### src/rtl/jtag_dma_engine.sv
// DMA engine moving words between a ping-pong buffer half and a burst bus master port.
// Two-process FSM: registered state/bookkeeping, combinational next-state and all outputs.
module jtag_dma_engine (
  input  logic        system_clk,
  input  logic        reset,
  input  logic        launch_write,
  input  logic        launch_read,
  input  logic        launch_simple_switch,
  input  logic [31:0] address,
  input  logic [3:0]  byte_enable,
  input  logic [7:0]  burst_size,
  input  logic [7:0]  block_size,
  output logic        busy,
  output logic        operation_done,
  output logic        error,
  output logic [7:0]  block_size_out,
  output logic [8:0]  pp_address,
  output logic        pp_writeEnable,
  output logic [31:0] pp_dataIn,
  input  logic [31:0] pp_dataOut,
  output logic        bus_request,
  input  logic        bus_grant,
  output logic        begin_transaction,
  output logic [31:0] address_data_out,
  output logic        read_n_write,
  output logic [3:0]  byte_enable_out,
  output logic [7:0]  burst_size_out,
  output logic        data_valid_out,
  output logic        end_transaction,
  input  logic [31:0] address_data_in,
  input  logic        data_valid_in,
  input  logic        end_transaction_in,
  input  logic        bus_busy_in,
  input  logic        bus_error_in
);

  typedef enum logic [2:0] {
    S_IDLE, S_REQUEST, S_BEGIN, S_WRITE_DATA, S_READ_DATA, S_END, S_DONE
  } state_e;

  typedef enum logic [1:0] {OP_WR, OP_RD, OP_SW} op_e;

  typedef struct packed {
    logic [31:0] addr;
    logic [3:0]  be;
    logic [7:0]  burst;
    logic [7:0]  blk;
  } cmd_t;

  state_e     state_q, state_d;
  op_e        op_q, op_d;
  cmd_t       cmd_q, cmd_d;
  logic [7:0] cnt_q, cnt_d;       // words completed, also the buffer index
  logic [7:0] beat_q, beat_d;     // beats completed in the current burst
  logic [7:0] bso_q, bso_d;       // beats-1 of the current burst
  logic [7:0] bso_out_q, bso_out_d;
  logic       busy_q, busy_d, done_q, done_d, err_q, err_d;

  logic [7:0] remaining, rem_m1, burst_len;
  logic [8:0] nxt_idx;
  logic       in_bus, bus_err, wr_beat, rd_beat;

  assign remaining = cmd_q.blk - cnt_q;
  assign rem_m1    = remaining - 8'd1;
  assign burst_len = (cmd_q.burst < rem_m1) ? cmd_q.burst : rem_m1;
  assign nxt_idx   = {1'b0, cnt_q} + 9'd1;
  assign in_bus    = state_q inside {S_REQUEST, S_BEGIN, S_WRITE_DATA, S_READ_DATA, S_END};
  assign bus_err   = in_bus && bus_error_in;
  assign wr_beat   = (state_q == S_WRITE_DATA) && !bus_busy_in && !bus_error_in;
  assign rd_beat   = (state_q == S_READ_DATA) && data_valid_in && !bus_error_in && (beat_q <= bso_q);

  assign busy           = busy_q;
  assign operation_done = done_q;
  assign error          = err_q;
  assign block_size_out = bso_out_q;

  always_ff @(posedge system_clk or posedge reset) begin
    if (reset) begin
      state_q   <= S_IDLE;
      op_q      <= OP_SW;
      cmd_q     <= '{addr: 32'd0, be: 4'hF, burst: 8'd0, blk: 8'd0};
      cnt_q     <= 8'd0;
      beat_q    <= 8'd0;
      bso_q     <= 8'd0;
      bso_out_q <= 8'd0;
      busy_q    <= 1'b0;
      done_q    <= 1'b0;
      err_q     <= 1'b0;
    end else begin
      state_q   <= state_d;
      op_q      <= op_d;
      cmd_q     <= cmd_d;
      cnt_q     <= cnt_d;
      beat_q    <= beat_d;
      bso_q     <= bso_d;
      bso_out_q <= bso_out_d;
      busy_q    <= busy_d;
      done_q    <= done_d;
      err_q     <= err_d;
    end
  end

  always_comb begin
    state_d   = state_q;
    op_d      = op_q;
    cmd_d     = cmd_q;
    cnt_d     = cnt_q;
    beat_d    = beat_q;
    bso_d     = bso_q;
    bso_out_d = bso_out_q;
    busy_d    = busy_q;
    done_d    = done_q;
    err_d     = err_q;
    bus_request       = 1'b0;
    begin_transaction = 1'b0;
    address_data_out  = 32'd0;
    read_n_write      = 1'b0;
    byte_enable_out   = 4'd0;
    burst_size_out    = 8'd0;
    data_valid_out    = 1'b0;
    end_transaction   = 1'b0;
    pp_address        = 9'd0;
    pp_writeEnable    = 1'b0;
    pp_dataIn         = 32'd0;

    case (state_q)
      S_IDLE: begin
        if (launch_write || launch_read || launch_simple_switch) begin
          cmd_d  = '{addr: address, be: byte_enable, burst: burst_size, blk: block_size};
          cnt_d  = 8'd0;
          beat_d = 8'd0;
          busy_d = 1'b1;
          done_d = 1'b0;
          err_d  = 1'b0;
          if (launch_write)     op_d = OP_WR;
          else if (launch_read) op_d = OP_RD;
          else                  op_d = OP_SW;
          state_d = (!(launch_write || launch_read) || block_size == 8'd0) ? S_DONE : S_REQUEST;
        end
      end
      S_REQUEST: begin
        bus_request = 1'b1;
        if (bus_grant) state_d = S_BEGIN;
      end
      S_BEGIN: begin
        begin_transaction = 1'b1;
        address_data_out  = cmd_q.addr;
        read_n_write      = (op_q == OP_RD);
        byte_enable_out   = cmd_q.be;
        burst_size_out    = burst_len;
        bso_d             = burst_len;
        beat_d            = 8'd0;
        // Prefetch the first word so it is on pp_dataOut for the first beat.
        if (op_q == OP_WR) pp_address = {1'b0, cnt_q};
        state_d = (op_q == OP_RD) ? S_READ_DATA : S_WRITE_DATA;
      end
      S_WRITE_DATA: begin
        data_valid_out   = !bus_busy_in;
        address_data_out = bus_busy_in ? 32'd0 : pp_dataOut;
        // Hold the RAM address while stalled; move on only when a beat is taken.
        pp_address       = {1'b0, cnt_q};
        if (wr_beat) begin
          cnt_d  = cnt_q + 8'd1;
          beat_d = beat_q + 8'd1;
          if (nxt_idx < {1'b0, cmd_q.blk}) pp_address = nxt_idx;
          if (beat_q == bso_q) state_d = S_END;
        end
      end
      S_READ_DATA: begin
        if (rd_beat) begin
          pp_address     = {1'b0, cnt_q};
          pp_writeEnable = 1'b1;
          pp_dataIn      = address_data_in;
          cnt_d          = cnt_q + 8'd1;
          beat_d         = beat_q + 8'd1;
        end
        if (end_transaction_in) state_d = S_END;
      end
      S_END: begin
        end_transaction = (op_q == OP_WR);
        if (remaining != 8'd0) begin
          cmd_d.addr = cmd_q.addr + {22'd0, beat_q, 2'b00};
          state_d    = S_REQUEST;
        end else begin
          state_d = S_DONE;
        end
      end
      S_DONE: begin
        busy_d  = 1'b0;
        done_d  = 1'b1;
        state_d = S_IDLE;
        if (err_q) bso_out_d = cnt_q;
        else begin
          case (op_q)
            OP_WR:   bso_out_d = 8'd0;
            OP_RD:   bso_out_d = cnt_q;
            default: bso_out_d = bso_out_q;
          endcase
        end
      end
      default: state_d = S_IDLE;
    endcase

    // A bus error in any bus state aborts the transfer and silences the bus at once.
    if (bus_err) begin
      state_d           = S_DONE;
      err_d             = 1'b1;
      bus_request       = 1'b0;
      begin_transaction = 1'b0;
      address_data_out  = 32'd0;
      read_n_write      = 1'b0;
      byte_enable_out   = 4'd0;
      burst_size_out    = 8'd0;
      data_valid_out    = 1'b0;
      end_transaction   = 1'b0;
    end
  end

endmodule

### config.mk
export PLATFORM = sky130hd
export DESIGN_NAME = jtag_dma_engine
export DESIGN_NICKNAME = d
export VERILOG_FILES = /design/src/rtl/jtag_dma_engine.sv
export SDC_FILE = /design/constraint.sdc
export NUM_CORES = 1
export LEC_CHECK = 0
export CAP_MARGIN = 10
export CORE_ASPECT_RATIO = 0.75
export CORE_MARGIN = 4
export CORE_UTILIZATION = 47
export CTS_BUF_LIST = sky130_fd_sc_hd__clkbuf_8 sky130_fd_sc_hd__clkbuf_16
export DETAILED_ROUTE_END_ITERATION = 10
export GPL_TIMING_DRIVEN = 0
export HOLD_SLACK_MARGIN = 0.03
export PLACE_DENSITY = 0.85
export SYNTH_ARGS = -nofsm -noshare
export SYNTH_HDL_FRONTEND = slang
export SYNTH_SLANG_ARGS = --single-unit
### constraint.sdc
create_clock -name system_clk -period 5.33 [get_ports system_clk]
set_input_delay 0.533 -clock system_clk [delete_from_list [all_inputs] [get_ports system_clk]]
set_output_delay 0.533 -clock system_clk [all_outputs]
set_load 0.01 [all_outputs]
==> key figures <==
Detailed routing
  – DRC violations left: 0
  – DRT iter0 DRCs: 660
  – Vias: 7522
  – Antenna Nets Post-Route: 0
  – Final wirelength: 23590 µm
  – Routed vias/inst: roughly 5.8
  – TritonRoute pass-1 iters: 5
  – WL per Instance: roughly 18 µm

Yosys
  – Ys flop type: dfrtp_1
  – Syn nets: 1032
  – Post-Syn Area: a little under 0.007 mm²
  – Yosys Warn Count: 0
  – Ys async rst share: 1.000
  – Seq cells post-synth: approximately 90
  – EDFF count, synth: 0
  – Register area share after synthesis: 0.3323
  – Netlist cell types: 68
  – Post-synthesis cell count: 862
  – Syn Area/Cell: about 8.1 µm²

GRT
  – Vias in the first global route: about 7100
  – First-pass GRT wire length: 36670 µm
  – Initial antenna violation count: 0
  – Overflow after GRT: 0
  – Largest net degree at the start of global routing: 67
  – Gr usage total: 0.2686

Floorplanning
  – Die ar.: 0.01681 mm²
  – Initial core utilization: 0.4807
  – Placeable Area: between 0.01 and 0.015 mm²
  – Die Span X: around 150 µm
  – Core Rows: 38
  – DIE HEIGHT: around 110 µm
  – # IOs: approximately 230

Timing
  – Relative slew slack: 0.4403
  – Clock skew: 0.008964 ns
  – Fin crit share: 0.9553
  – Fmax achieved: between 150 and 200 MHz
  – Unrepaired setup endpoints after global routing: yes
  – Minimum clock period after layout: between 5 and 6 ns
  – Final Slew Violations: 0
  – Worst Setup Slack, final: about 0.24 ns
  – Worst-Margin Slew: between 0.8 and 0.9 ns
  – Final setup viols: 0
  – Fin. Hold Viols: 0

Placed design
  – Final Wtd Congestion: about 0.99
  – Setup WS pre-CTS: ~0.23 ns
  – Placed Cells: around 1300
  – Final HPWL DP: between 15000 and 20000 µm
  – Port buffer count: roughly 230

Worst hold path
  – Hold WC Path Type: reg -> reg
  – WHS Path Cells: 2

Power and ir drop
  – VDD IR max: ~0.41 mV
  – P_leak: roughly 0.0041 µW
  – P per Cell Area: about 520 mW/mm²

Clocking
  – Clock Latency Late Sink: around 0.35 ns
  – Root Driver: clkbuf_16
  – H-tree levels: 3
  – CTS Buf Count: 9
  – Clk buf depth: 2
  – CTS Sinks: 92
  – Clock transition at path regs: 0.06 ns
  – CTS tree: built

Worst setup path
  – Reg2Reg Depth: 14
  – CP arrival: 4.56 ns
  – CP startpoint kind: flip-flop
  – Worst setup path category: reg -> out
  – CP Max Fanout: 10
  – CP Capture Type: output port
  – Worst EP required: 4.80 ns

Cells and area
  – Layout cells sized above 1: 0.05059
  – Post-Layout Cell Count: around 1300
  – Fill count: 1199
  – Ant diodes: 0
  – Final nets: around 1300
  – Area grow syn2layout: 41.91%

Flow run
  – MaxCap Viol Count: 0

Outcome
  – Status: completed
[routing by layer]
| layer | GRT usage | routed length (µm) | vias to the layer above |
|---|---|---|---|
| met3 | 0.06966 | 2329 | 47 |
| met1 | 0.3698 | 10070 | 3494 |
| li1 | - | - | 3573 |
| met4 | 0.06954 | 485 | 0 |
| met5 | 0 | 0 | - |
| met2 | 0.4241 | 10700 | 408 |
[synthesized netlist by cell type (6+ instances only)]
| cell type | count | share of area |
|---|---|---|
| a21oi_1 | 45 | 0.032 |
| inv_1 | 48 | 0.026 |
| a22oi_1 | 6 | 0.0065 |
| xor2_1 | 10 | 0.013 |
| a31oi_1 | 11 | 0.0099 |
| o22ai_1 | 9 | 0.0081 |
| dfrtp_1 | 87 | 0.31 |
| and2_1 | 43 | 0.039 |
| nor3_1 | 14 | 0.010 |
| a21o_1 | 9 | 0.0097 |
| nor4_1 | 12 | 0.011 |
| nand4_1 | 14 | 0.013 |
| nand2b_1 | 10 | 0.0090 |
| a22o_1 | 37 | 0.047 |
| nand3_1 | 19 | 0.014 |
| o211ai_1 | 9 | 0.0097 |
| xnor2_1 | 19 | 0.024 |
| a211oi_1 | 7 | 0.0076 |
| nor2_1 | 56 | 0.030 |
| o21ai_0 | 63 | 0.045 |
| and3_1 | 6 | 0.0054 |
| clkbuf_1 | 32 | 0.017 |
| ha_1 | 42 | 0.076 |
| nor2b_1 | 14 | 0.013 |
| nand2_1 | 140 | 0.076 |
[layout by cell type, fill, tap and decap left out, drive strengths merged, types with 4 or more instances in the layout]
cell type	synthesis	routed
a31oi	11	11
o22ai	9	9
a211oi	7	7
nor2	58	58
o221ai	4	4
mux2	6	6
o21a	4	4
o21ai	63	63
and3	6	6
nand2b	10	10
nand4	14	14
xnor2	19	19
nor3	14	14
buf	13	16
a21o	9	9
o32ai	4	4
nor2b	14	14
ha	42	42
clkbuf	32	41
nor3b	5	5
dfstp	5	5
a311oi	5	5
nor4b	4	4
and2	43	43
inv	49	50
o211ai	9	9
nand2	140	140
or3	5	5
xor2	10	10
a22oi	6	6
dfrtp	87	87
nor4	12	12
nand3	19	19
a22o	37	37
clkdlybuf4s50	0	226
o31ai	4	4
a21oi	46	46
[what timing repair did]
action / CTS / global route
hold endpoints to repair: 0 / 0
hold buffers: 0 / 0
pin swaps: 0 / 2
buffers inserted: 0 / 1
endpoints found under the setup margin: 7 / 8
resized for setup: 3 / 8
[cell type report]
type / instances / area (µm²) / area share
clock inverters: 7 / 76.32 / 0.007741
repair buffers: 230 / 2310 / 0.2343
inverters: 49 / 186.4 / 0.01891
multi-input cells: 676 / 4305 / 0.4367
well taps: 200 / 250.2 / 0.02538
flip-flops and latches: 92 / 2310 / 0.2343
clock buffers: 9 / 225.2 / 0.02284
plain buffers: 44 / 196.4 / 0.01992
[kinds of logic (layout without fill, tap and decap cells)]
| kind of cell | Yosys count | after routing | synth area share |
|---|---|---|---|
| simple gates | 354 | 354 | 0.2473 |
| compound gates | 239 | 239 | 0.2312 |
| buf+inv | 94 | 339 | 0.05510 |
| flops | 92 | 92 | 0.3323 |
| fa+ha+maj | 44 | 44 | 0.08140 |
| xor+xnor | 29 | 29 | 0.03656 |
| mux | 9 | 9 | 0.01567 |
| other cells | 1 | 1 | 0.0005397 |
[metrics by stage]
stage	power, µW	TNS (ns)	hold slack, ns	cell area (µm²)	util
6_report	5133	0	0.4561	9859	0.6821
5_1_grt	5561	-0.1682	0.4705	9859	0.6821
4_1_cts	5003	0	0.4572	9794	0.6776
3_5_place_dp	4316	0	0.4466	9490	0.6566
3_3_place_gp	4207	0	0.4438	9460	0.6545
2_1_floorplan	3328	0	0.4360	6948	-
[registers in the layout, indices dropped and copies added, names as in the netlist]
name / count
bso_q: 8
beat_q: 8
state_q: 3
block_size_out: 8
cnt_q: 8
cmd_q: 52
op_q: 2
operation_done: 1
error: 1
busy: 1
[final timing paths]
check / start / endpoint / slack (ns)
worst max-delay path: cnt_q[0]$_DFFE_PP0P_ / burst_size_out[4] / 0.24
min in group asynchronous: reset / block_size_out[5]$_DFFE_PP0P_ / 0.52
worst max register to register: cnt_q[0]$_DFFE_PP0P_ / bso_q[1]$_DFFE_PP0P_ / 1.47
max in group asynchronous: reset / op_q[1]$_DFFE_PP1P_ / 4.14
worst min-delay path: cmd_q[19]$_DFFE_PP1P_ / cmd_q[19]$_DFFE_PP1P_ / 0.46
worst min register to register: cmd_q[19]$_DFFE_PP1P_ / cmd_q[19]$_DFFE_PP1P_ / 0.46
[report_power, final]
group          internal [µW]  switching (µW)
clock                    366             284
sequential               998             279
combinational           1370            1840
total                   2730            2400
[worst max-delay path, cell delays in order, from the launching register on]
cell and delay, ns:
dfrtp_2 0.49, ha_1 0.19, inv_1 0.05, fa_1 0.44
a211oi_2 0.29, nor2_1 0.13, xnor2_2 0.18, nor4_1 0.32
xnor2_1 0.14, ha_1 0.21, or3_1 0.36, o22a_1 0.29
clkbuf_2 0.23, a21o_1 0.22, nor2_1 0.12, clkdlybuf4s50_1 0.55
Power figures use the tool's default switching activity.
